File: src/rtl/mat_addr_gen_if.sv
// Operand/result address stream bundle between mat_addr_gen and the MAC datapath.
// master drives the beat (valid, addresses, first/last flags); slave returns ready.
interface mat_addr_gen_if #(
  parameter int ADDR_W = 8
);
  logic              out_valid;
  logic              out_ready;
  logic [ADDR_W-1:0] addr_a;
  logic [ADDR_W-1:0] addr_b;
  logic [ADDR_W-1:0] addr_c;
  logic              first_k;
  logic              last_k;

  modport master (
    output out_valid, addr_a, addr_b, addr_c, first_k, last_k,
    input  out_ready
  );

  modport slave (
    input  out_valid, addr_a, addr_b, addr_c, first_k, last_k,
    output out_ready
  );
endinterface

File: src/rtl/mat_addr_gen.sv
// mat_addr_gen: operand address generator for C = A x B (row-major A MxK, B KxN, C MxN).
// Emits one A/B address pair per MAC beat (i outer, j middle, k inner) and a C write
// address flagged by last_k. Addresses are built incrementally (no multipliers) and wrap
// modulo 2^ADDR_W.
// Optional build macro MAT_TRANSPOSE_B_EN: adds trans_b, selecting B stored N x K row-major.
module mat_addr_gen #(
  parameter int ADDR_W = 8,
  parameter int DIM_W  = 4
) (
  input  logic              clk,
  input  logic              rst,
  input  logic              start,
  input  logic [DIM_W-1:0]  dim_m,
  input  logic [DIM_W-1:0]  dim_n,
  input  logic [DIM_W-1:0]  dim_k,
  input  logic [ADDR_W-1:0] base_a,
  input  logic [ADDR_W-1:0] base_b,
  input  logic [ADDR_W-1:0] base_c,
`ifdef MAT_TRANSPOSE_B_EN
  input  logic              trans_b,
`endif
  output logic              busy,
  output logic              done,
  mat_addr_gen_if.master    bus
);

  typedef enum logic [1:0] {
    ST_IDLE = 2'd0,
    ST_RUN  = 2'd1,
    ST_DONE = 2'd2
  } state_e;

  state_e            state_q, state_d;
  logic [DIM_W-1:0]  m_q, m_d, n_q, n_d, k_q, k_d;
  logic [DIM_W-1:0]  i_q, i_d, j_q, j_d, kc_q, kc_d;
  logic [ADDR_W-1:0] a_ptr_q, a_ptr_d;     // current A address
  logic [ADDR_W-1:0] a_row_q, a_row_d;     // A address of k=0 in the current row i
  logic [ADDR_W-1:0] b_ptr_q, b_ptr_d;     // current B address
  logic [ADDR_W-1:0] b_col_q, b_col_d;     // B address of k=0 in column j (non-transposed)
  logic [ADDR_W-1:0] b_base_q, b_base_d;   // latched base_b, reloaded on every j wrap
  logic [ADDR_W-1:0] c_ptr_q, c_ptr_d;     // C address of the current dot product
  logic              valid_q, valid_d;
  logic              first_q, first_d;
  logic              last_q, last_d;
  logic              busy_q, busy_d;
  logic              done_q, done_d;
  logic              trans_s;

  logic              last_i_s, last_j_s, last_k_s;
  logic              any_zero_s;
  logic [ADDR_W-1:0] b_step_s;             // B stride along k

`ifdef MAT_TRANSPOSE_B_EN
  logic trans_q, trans_d;

  // Transpose-mode selector register, captured at launch.
  always_ff @(posedge clk) begin
    if (!rst) begin
      trans_q <= 1'b0;
    end else begin
      trans_q <= trans_d;
    end
  end

  // Capture trans_b only when a launch is accepted.
  always_comb begin
    trans_d = trans_q;
    if ((state_q == ST_IDLE) && start) begin
      trans_d = trans_b;
    end else begin
      trans_d = trans_q;
    end
  end

  assign trans_s = trans_q;
`else
  assign trans_s = 1'b0;
`endif

  assign last_i_s   = (i_q  == (m_q - DIM_W'(1)));
  assign last_j_s   = (j_q  == (n_q - DIM_W'(1)));
  assign last_k_s   = (kc_q == (k_q - DIM_W'(1)));
  assign any_zero_s = (dim_m == DIM_W'(0)) || (dim_n == DIM_W'(0)) || (dim_k == DIM_W'(0));
  assign b_step_s   = trans_s ? ADDR_W'(1) : ADDR_W'(n_q);

  // State and beat registers; reset clears everything, even mid-run.
  always_ff @(posedge clk) begin
    if (!rst) begin
      state_q  <= ST_IDLE;
      m_q      <= '0;
      n_q      <= '0;
      k_q      <= '0;
      i_q      <= '0;
      j_q      <= '0;
      kc_q     <= '0;
      a_ptr_q  <= '0;
      a_row_q  <= '0;
      b_ptr_q  <= '0;
      b_col_q  <= '0;
      b_base_q <= '0;
      c_ptr_q  <= '0;
      valid_q  <= 1'b0;
      first_q  <= 1'b0;
      last_q   <= 1'b0;
      busy_q   <= 1'b0;
      done_q   <= 1'b0;
    end else begin
      state_q  <= state_d;
      m_q      <= m_d;
      n_q      <= n_d;
      k_q      <= k_d;
      i_q      <= i_d;
      j_q      <= j_d;
      kc_q     <= kc_d;
      a_ptr_q  <= a_ptr_d;
      a_row_q  <= a_row_d;
      b_ptr_q  <= b_ptr_d;
      b_col_q  <= b_col_d;
      b_base_q <= b_base_d;
      c_ptr_q  <= c_ptr_d;
      valid_q  <= valid_d;
      first_q  <= first_d;
      last_q   <= last_d;
      busy_q   <= busy_d;
      done_q   <= done_d;
    end
  end

  // Next state and next beat: launch, advance on each accepted beat, hold on stall.
  always_comb begin
    state_d  = state_q;
    m_d      = m_q;
    n_d      = n_q;
    k_d      = k_q;
    i_d      = i_q;
    j_d      = j_q;
    kc_d     = kc_q;
    a_ptr_d  = a_ptr_q;
    a_row_d  = a_row_q;
    b_ptr_d  = b_ptr_q;
    b_col_d  = b_col_q;
    b_base_d = b_base_q;
    c_ptr_d  = c_ptr_q;
    valid_d  = valid_q;
    first_d  = first_q;
    last_d   = last_q;

    case (state_q)
      ST_IDLE: begin
        if (start) begin
          m_d      = dim_m;
          n_d      = dim_n;
          k_d      = dim_k;
          i_d      = '0;
          j_d      = '0;
          kc_d     = '0;
          a_ptr_d  = base_a;
          a_row_d  = base_a;
          b_ptr_d  = base_b;
          b_col_d  = base_b;
          b_base_d = base_b;
          c_ptr_d  = base_c;
          if (any_zero_s) begin
            state_d = ST_DONE;
            valid_d = 1'b0;
            first_d = 1'b0;
            last_d  = 1'b0;
          end else begin
            state_d = ST_RUN;
            valid_d = 1'b1;
            first_d = 1'b1;
            last_d  = (dim_k == DIM_W'(1));
          end
        end else begin
          state_d = ST_IDLE;
        end
      end

      ST_RUN: begin
        if (valid_q && bus.out_ready) begin
          if (last_i_s && last_j_s && last_k_s) begin
            // Final beat accepted: stream ends.
            state_d = ST_DONE;
            valid_d = 1'b0;
            first_d = 1'b0;
            last_d  = 1'b0;
          end else if (!last_k_s) begin
            // Step along k within the dot product.
            kc_d    = kc_q + DIM_W'(1);
            a_ptr_d = a_ptr_q + ADDR_W'(1);
            b_ptr_d = b_ptr_q + b_step_s;
            first_d = 1'b0;
            last_d  = ((kc_q + DIM_W'(2)) == k_q);
          end else begin
            // Dot product finished: next C element.
            kc_d    = '0;
            c_ptr_d = c_ptr_q + ADDR_W'(1);
            first_d = 1'b1;
            last_d  = (k_q == DIM_W'(1));
            if (!last_j_s) begin
              j_d     = j_q + DIM_W'(1);
              a_ptr_d = a_row_q;
              b_col_d = b_col_q + ADDR_W'(1);
              // Transposed B rows are contiguous, so the pointer just keeps counting.
              b_ptr_d = trans_s ? (b_ptr_q + ADDR_W'(1)) : (b_col_q + ADDR_W'(1));
            end else begin
              j_d     = '0;
              i_d     = i_q + DIM_W'(1);
              a_row_d = a_row_q + ADDR_W'(k_q);
              a_ptr_d = a_row_q + ADDR_W'(k_q);
              b_col_d = b_base_q;
              b_ptr_d = b_base_q;
            end
          end
        end else begin
          state_d = ST_RUN;
        end
      end

      ST_DONE: begin
        state_d = ST_IDLE;
      end

      default: begin
        state_d = ST_IDLE;
        valid_d = 1'b0;
        first_d = 1'b0;
        last_d  = 1'b0;
      end
    endcase

    busy_d = (state_d == ST_RUN);
    done_d = (state_d == ST_DONE);
  end

  assign bus.out_valid = valid_q;
  assign bus.addr_a    = a_ptr_q;
  assign bus.addr_b    = b_ptr_q;
  assign bus.addr_c    = c_ptr_q;
  assign bus.first_k   = first_q;
  assign bus.last_k    = last_q;
  assign busy          = busy_q;
  assign done          = done_q;

endmodule

File: src/flat_wrapper.sv
// flat-port wrapper written by rule: the top's interface ports become plain ports
module mat_addr_gen_flat 
#(
  parameter int ADDR_W = 8,
  parameter int DIM_W  = 4
)
  (clk, rst, start, dim_m, dim_n, dim_k, base_a, base_b, base_c, busy, done, bus_out_valid, bus_addr_a, bus_addr_b, bus_addr_c, bus_first_k, bus_last_k, bus_out_ready);
  mat_addr_gen_if #(.ADDR_W(ADDR_W)) bus_i ();
  input  logic clk;
  input  logic rst;
  input  logic start;
  input  logic [DIM_W-1:0] dim_m;
  input  logic [DIM_W-1:0] dim_n;
  input  logic [DIM_W-1:0] dim_k;
  input  logic [ADDR_W-1:0] base_a;
  input  logic [ADDR_W-1:0] base_b;
  input  logic [ADDR_W-1:0] base_c;
  output logic busy;
  output logic done;
  output wire logic [$bits(bus_i.out_valid)-1:0] bus_out_valid;
  output wire logic [$bits(bus_i.addr_a)-1:0] bus_addr_a;
  output wire logic [$bits(bus_i.addr_b)-1:0] bus_addr_b;
  output wire logic [$bits(bus_i.addr_c)-1:0] bus_addr_c;
  output wire logic [$bits(bus_i.first_k)-1:0] bus_first_k;
  output wire logic [$bits(bus_i.last_k)-1:0] bus_last_k;
  input wire logic [$bits(bus_i.out_ready)-1:0] bus_out_ready;
  assign bus_out_valid = bus_i.out_valid;
  assign bus_addr_a = bus_i.addr_a;
  assign bus_addr_b = bus_i.addr_b;
  assign bus_addr_c = bus_i.addr_c;
  assign bus_first_k = bus_i.first_k;
  assign bus_last_k = bus_i.last_k;
  assign bus_i.out_ready = bus_out_ready;
  mat_addr_gen #(.ADDR_W(ADDR_W), .DIM_W(DIM_W)) u_core (.clk(clk), .rst(rst), .start(start), .dim_m(dim_m), .dim_n(dim_n), .dim_k(dim_k), .base_a(base_a), .base_b(base_b), .base_c(base_c), .busy(busy), .done(done), .bus(bus_i));
endmodule
File: config.mk
export PLATFORM = sky130hd
export DESIGN_NAME = mat_addr_gen_flat
export DESIGN_NICKNAME = d
export VERILOG_FILES = /design/src/rtl/mat_addr_gen_if.sv /design/src/rtl/mat_addr_gen.sv /design/src/flat_wrapper.sv
export SDC_FILE = /design/constraint.sdc
export NUM_CORES = 1
export LEC_CHECK = 0
export ABC_AREA = 1
export CORE_MARGIN = 4
export CORE_UTILIZATION = 25
export DETAILED_ROUTE_END_ITERATION = 8
export PLACE_DENSITY = 0.5
export SYNTH_ARGS = -nofsm -noshare
export SYNTH_HDL_FRONTEND = slang
export SYNTH_SLANG_ARGS = --single-unit
File: constraint.sdc
create_clock -name clk -period 2.55 [get_ports clk]
set_clock_uncertainty 0.05 [all_clocks]
set_input_delay 0.51 -clock clk [delete_from_list [all_inputs] [get_ports clk]]
set_output_delay 0.51 -clock clk [all_outputs]
set_load 0.01 [all_outputs]
Word level (Yosys, flattened, before mapping) --
Cells that the tools add are included.
Word-level totals: input bits 40, output and inout port bits 29, flip-flop bits (word level) 79, word-level logic and storage cells 123
Cells by class: reductions and logical operators 16, add/subtract/negate cells 12, equality and inequality tests 16, multiplexer cells 60, bitwise gates (word level) 1
Operator list (count):
- 8-bit 2-to-1 mux | 20
- 8-bit case mux with 2 select lines | 5
- 4-bit 2-to-1 mux | 12
- 8-bit by 1-bit adder with 8-bit output (second input constant) | 3
- 4-bit case mux with 2 select lines | 3
- 8-bit by 4-bit adder with 8-bit output | 2
- 4-bit equality test | 4
- 4-bit by 1-bit adder with 4-bit output (second input constant) | 3
- 4-bit logical NOT | 3
- 1-bit 2-to-1 mux | 12
- 4-bit by 1-bit subtractor with 4-bit output (second input constant) | 3
- 1-bit case mux with 3 select lines | 3
- 4-bit by 1-bit equality test with 1-bit output (second input constant) | 2
- 2-bit 2-to-1 mux | 4
- 2-bit by 1-bit inequality test with 1-bit output (second input constant) | 4
- 4-bit AND reduction | 2
- 6-bit AND reduction | 1
- 5-bit AND reduction | 1
- 4-bit by 2-bit adder with 4-bit output (second input constant) | 1
- 2-bit by 1-bit equality test with 1-bit output (second input constant) | 2
- 2-bit equality test (second input constant) | 2
- 2-bit inequality test (second input constant) | 2
- 2-bit case mux with 2 select lines | 1
- 1-bit logical AND | 3
- 6 further kinds | 7

Logic depth before layout (Yosys ltp) --
depth after elaboration 8, gate-level depth with buffers 17, depth with buffers taken out 16

Worst setup path before layout --
Ideal clock, no wire load.
path type flip-flop to flip-flop, from register u_core.n_q[0], to register u_core.valid_q (netlist: u_core.bus.out_valid), library setup time 0.128 ns, period minus slack after synthesis 1.995 ns, path slack 0.555 ns, stages on the path, launching flop included 13, path buffers 1, arrival time 1.817 ns, cell sequence dfxtp_1 inv_2 ha_1 xnor2_1 nor2_4 nand2_1 nor2_4 buf_6 nand2_2 nand2_1 nand3_1 a21oi_1 nor2_1
Between the ends: word-level cells in the longest chain between the ends 6
RTL lines:
- from (decl) | line mat_addr_gen.sv:34 | logic [DIM_W-1:0] m_q, m_d, n_q, n_d, k_q, k_d;
- from (signal assigned) | line mat_addr_gen.sv:110 | n_q <= n_d;
- 4-bit by 1-bit subtractor with 4-bit output | line mat_addr_gen.sv:81 | assign last_j_s = (j_q == (n_q - DIM_W'(1)));
- 4-bit equality test | line mat_addr_gen.sv:81
- 1-bit logical AND (2 in series) | line mat_addr_gen.sv:181 | if (last_i_s && last_j_s && last_k_s) begin
- 2-bit by 1-bit inequality test with 1-bit output (no line)
- 4-bit AND reduction (no line)
- to (signal assigned) | line mat_addr_gen.sv:121 | valid_q <= valid_d;
- to (decl) | line mat_addr_gen.sv:42 | logic valid_q, valid_d;
Every way passes these cells. A chain may end at the register's enable or synchronous reset.

Final worst setup path --
from register u_core.k_q[1], to register u_core.a_ptr_q[5] (netlist: u_core.bus.addr_a[5])
Between the ends: word-level cells in the longest chain between the ends 6, elaborated cells on any way between the ends 11, classes of those cells add/sub (2); eq/ne (2); mux (5); reduce/logical (2)
RTL lines:
- from (decl) | line mat_addr_gen.sv:34
- from (signal assigned) | line mat_addr_gen.sv:111 | k_q <= k_d;
- 8-bit by 4-bit adder with 8-bit output or 4-bit by 1-bit subtractor with 4-bit output (tied branches) | line mat_addr_gen.sv:210, mat_addr_gen.sv:82
- 8-bit 2-to-1 mux or 4-bit equality test (tied branches) | line mat_addr_gen.sv:200, mat_addr_gen.sv:82
- 8-bit 2-to-1 mux | line mat_addr_gen.sv:187 | end else if (!last_k_s) begin
- 8-bit 2-to-1 mux | line mat_addr_gen.sv:181
- 8-bit 2-to-1 mux | line mat_addr_gen.sv:180 | if (valid_q && bus.out_ready) begin
- 8-bit case mux with 2 select lines | line mat_addr_gen.sv:148 | case (state_q)
- to (signal assigned) | line mat_addr_gen.sv:115 | a_ptr_q <= a_ptr_d;
- to (decl) | line mat_addr_gen.sv:36 | logic [ADDR_W-1:0] a_ptr_q, a_ptr_d;
Several ways; a longest one is shown, not always the timed one. The select of a mux whose other input is x is not followed.

==> metrics.txt <==
hold violation total from the final report 0; achievable clock frequency approximately 440 MHz; post-layout instance count excluding filler cells 1201; height of the chip 154 um; data arrival at the endpoint of the critical path 2500 ps; register share of total power 0.355; WL/cell 13.6 um; maximum number of pins on one net before global-route repair 29; total power consumption of the routed design between 4 and 5 mW; switching fraction of total power 0.318; Peak supply drop between 0.2 and 0.25 mV; DR vias/cell 4.44; Worst Setup Start Kind register; number of top-level design ports between 60 and 70; initial core utilization 0.254; Worst EP required about 2800 ps; Final nets a little under 1000; highest signal layer in the routed design met5; capture point of the critical path u_core.bus.addr_a[5]; Reg2Reg Capture Point u_core.bus.addr_a[5]; synth unique cells 36; antenna diode count 0; startpoint of the worst setup timing path u_core.k_q[1]; area overhead of the layout relative to synthesis 26.6%; number of global-route vias before repair approximately 5100; number of max-slew violations in the final report 0; P_leak 3.07 nW; capturing element type of the critical path register; overall global routing resource usage 0.141; number of buffers between clock root and the deepest sink 2; metal3 WL 655 um; number of levels in the clock H-tree 3; final routed DRC violation total 0; crit share post-route 0.901; Register-to-Register Path Depth 13; Chip Width 154 um; ratio of cells with drive above 1 in the final layout 0.0756; utilization of the core after routing 0.321; DRT met1 WL 8120 um; Hold WC Path Type reg -> reg; post-synthesis instance area 0.00532 mm^2; Final setup violation count 0; placed insts 1182; smallest hold slack 407 ps; placer congestion estimate 0.815; flop-to-flop setup slack 250 ps; post-route antenna net violation count 0; flip-flop and latch count after synthesis 79; Iteration-0 DRC Markers 305; fraction of the yosys area taken by sequential cells 0.297; transition at the pin with the smallest max-transition slack 502 ps; Critical Setup Path Class reg -> reg; part of the power in combinational logic 0.264; Die ar. 0.0237 mm^2; number of antenna violations at the first check in global routing 1; CTS tree done; Worst-path clk slew 60 ps; clock root buffer sky130_fd_sc_hd__clkbuf_16; Net Sw Power 1.31 mW; Max-slew headroom 0.662; number of nets in the synthesized netlist 910; unrepaired setup endpoints after global routing no; status complete, no violations; Post-Syn Area per Cell 6.26 um^2; Placement Rows 53; Clock Power Share 0.381; first-pass GRT wire length 26900 um; Final HPWL DP 12300 um; Reg2Reg Launch Point u_core.k_q[1]; clock latency of the later-clocked register in the worst-skew pair 350 ps; Sink Count approximately 80; Period minus WS final 2300 ps; final wirelength approximately 16000 um; setup TNS 0 ps; number of vias in the routed layout 5338; count of buffers inserted at the top-level ports 68; Mapped Cells 849; number of buffers created by CTS 9; Yosys Warn Count 0; Maximum Capacitance Violations 0; maximum fanout encountered on the critical timing path 17; sum of met2 wire segment lengths after detailed routing about 7000 um; cell-internal power 2.81 mW; drt first pass iters 5; placeable core region 0.0210 mm^2; power density normalized to cell area 613 mW/mm^2; total gr overflow 0
[state kept, by name, summed over array words and instances (netlist names)]
register	count
u_core.kc_q	4
u_core.bus.addr_a	8
u_core.bus.addr_b	8
u_core.a_row_q	8
u_core.done	1
u_core.b_col_q	8
u_core.busy	1
u_core.b_base_q	8
u_core.bus.last_k	1
u_core.bus.addr_c	8
u_core.bus.first_k	1
u_core.i_q	4
u_core.bus.out_valid	1
u_core.m_q	4
u_core.j_q	4
u_core.n_q	4
u_core.state_q	2
u_core.k_q	4
[final cells by class]
type | count | area, um^2
fill | 2343 | 14200
multi-input combinational | 630 | 3130
sequential | 79 | 1580
timing repair buffer | 92 | 893
inverter | 109 | 420
tap | 275 | 344
clock buffer | 11 | 253
clock inverter | 5 | 104
[placed cells by master (no fill, tap or decap), types with 2 or more instances in the layout]
cell type	netlist	final
sky130_fd_sc_hd__a21boi_0	4	4
sky130_fd_sc_hd__fa_1	2	2
sky130_fd_sc_hd__nand2_1	281	280
sky130_fd_sc_hd__buf_4	1	21
sky130_fd_sc_hd__nand3b_1	2	2
sky130_fd_sc_hd__a21oi_1	66	66
sky130_fd_sc_hd__nor2_4	3	4
sky130_fd_sc_hd__xor2_1	17	17
sky130_fd_sc_hd__clkbuf_16	0	9
sky130_fd_sc_hd__o31ai_1	3	3
sky130_fd_sc_hd__nand3_1	47	47
sky130_fd_sc_hd__xnor2_1	11	11
sky130_fd_sc_hd__o21ai_0	39	39
sky130_fd_sc_hd__or2_2	5	5
sky130_fd_sc_hd__nor3b_1	2	2
sky130_fd_sc_hd__clkdlybuf4s50_1	0	67
sky130_fd_sc_hd__inv_1	102	101
sky130_fd_sc_hd__buf_12	0	3
sky130_fd_sc_hd__nor3_1	9	9
sky130_fd_sc_hd__o21ai_1	5	5
sky130_fd_sc_hd__bufinv_16	0	3
sky130_fd_sc_hd__nand2_2	5	6
sky130_fd_sc_hd__clkbuf_8	0	2
sky130_fd_sc_hd__a31oi_1	2	2
sky130_fd_sc_hd__inv_2	5	5
sky130_fd_sc_hd__o22ai_1	3	3
sky130_fd_sc_hd__nand3_4	3	3
sky130_fd_sc_hd__nand4_1	16	16
sky130_fd_sc_hd__nor2_1	81	80
sky130_fd_sc_hd__dfxtp_1	79	79
sky130_fd_sc_hd__ha_1	19	19
[cells by family after synthesis]
| group | after synthesis | share of synthesized area |
|---|---|---|
| adders and majority gates | 21 | 0.0522 |
| xor gates and xnor gates | 28 | 0.0461 |
| buffers and inverters | 140 | 0.115 |
| AOI/OAI and AO/OA | 123 | 0.121 |
| and+or+nand+nor | 458 | 0.368 |
| DFF | 79 | 0.297 |
[timing repair]
action                     CTS  global route
gates resized for setup      0             3
setup endpoints to repair    0            13
buffers inserted             0             3
hold buffers                 0             0
[cell usage after synthesis]
cell type / number / area share
sky130_fd_sc_hd__nand2_1: 281 / 0.20
sky130_fd_sc_hd__inv_1: 102 / 0.072
sky130_fd_sc_hd__nor2_1: 81 / 0.057
sky130_fd_sc_hd__dfxtp_1: 79 / 0.30
sky130_fd_sc_hd__a21oi_1: 66 / 0.062
sky130_fd_sc_hd__nand3_1: 47 / 0.044
sky130_fd_sc_hd__o21ai_0: 39 / 0.037
sky130_fd_sc_hd__ha_1: 19 / 0.045
sky130_fd_sc_hd__xor2_1: 17 / 0.028
sky130_fd_sc_hd__clkbuf_1: 16 / 0.011
sky130_fd_sc_hd__nand4_1: 16 / 0.019
sky130_fd_sc_hd__xnor2_1: 11 / 0.018
sky130_fd_sc_hd__buf_6: 10 / 0.021
sky130_fd_sc_hd__nor3_1: 9 / 0.0085
sky130_fd_sc_hd__inv_2: 5 / 0.0035
sky130_fd_sc_hd__nand2_2: 5 / 0.0059
sky130_fd_sc_hd__o21ai_1: 5 / 0.0047
sky130_fd_sc_hd__or2_2: 5 / 0.0059
sky130_fd_sc_hd__a21boi_0: 4 / 0.0056
sky130_fd_sc_hd__nand3_4: 3 / 0.0099
sky130_fd_sc_hd__nor2_4: 3 / 0.0064
sky130_fd_sc_hd__o22ai_1: 3 / 0.0035
sky130_fd_sc_hd__o31ai_1: 3 / 0.0042
sky130_fd_sc_hd__a31oi_1: 2 / 0.0024
sky130_fd_sc_hd__buf_1: 2 / 0.0014
sky130_fd_sc_hd__buf_2: 2 / 0.0019
sky130_fd_sc_hd__fa_1: 2 / 0.0075
sky130_fd_sc_hd__inv_4: 2 / 0.0024
sky130_fd_sc_hd__nand3b_1: 2 / 0.0028
sky130_fd_sc_hd__nor3b_1: 2 / 0.0028
sky130_fd_sc_hd__buf_4: 1 / 0.0014
sky130_fd_sc_hd__nand2_4: 1 / 0.0021
sky130_fd_sc_hd__nand3_2: 1 / 0.0019
sky130_fd_sc_hd__nand4_2: 1 / 0.0024
sky130_fd_sc_hd__nor4_1: 1 / 0.0012
sky130_fd_sc_hd__o21bai_1: 1 / 0.0014
[metrics by stage]
stage          setup WS [ps]  cell area [um^2]
3_3_place_gp             205              6340
5_1_grt                 19.3              6730
3_5_place_dp             173              6340
2_1_floorplan            555              5320
6_report                 251              6730
4_1_cts                  152              6700
[power groups by stage]
stage                     registers, mW  clock network [mW]  logic, mW
final                              1.46                1.57       1.09
after global placement             1.50                   0       1.09
after global routing               1.48                1.65       1.24
after floorplan                    1.48                   0      0.696
after detailed placement           1.49                   0       1.09
after CTS                          1.47                1.61       1.09
[critical path, stage by stage, from the launching register on]
cell,delay [ps]
sky130_fd_sc_hd__dfxtp_1,380
sky130_fd_sc_hd__inv_1,120
sky130_fd_sc_hd__ha_1,300
sky130_fd_sc_hd__or2_2,270
sky130_fd_sc_hd__nand3_1,80
sky130_fd_sc_hd__nor2_1,70
sky130_fd_sc_hd__nand3_2,70
sky130_fd_sc_hd__inv_2,80
sky130_fd_sc_hd__nand2_4,110
sky130_fd_sc_hd__nand3_4,190
sky130_fd_sc_hd__inv_6,220
sky130_fd_sc_hd__nand2_1,80
sky130_fd_sc_hd__nor2_1,120
sky130_fd_sc_hd__nor2_1,50
[worst min-delay path by stage]
stage	start	end	cells past startpoint
floorplan	u_core.b_base_q[0]	u_core.b_base_q[0]	2
global placement	u_core.b_base_q[7]	u_core.b_base_q[7]	2
detailed placement	u_core.b_base_q[7]	u_core.b_base_q[7]	2
CTS	u_core.b_base_q[7]	u_core.b_base_q[7]	2
global route	u_core.b_base_q[5]	u_core.b_base_q[5]	2
finish	u_core.b_base_q[7]	u_core.b_base_q[7]	2
[layer usage]
layer | vias to the layer above | global-route usage
met3 | 21 | 0.0248
met4 | 2 | 0.0505
met1 | 2389 | 0.198
met5 | - | 0
met2 | 102 | 0.219
li1 | 2824 | -
Power figures use the tool's default switching activity.
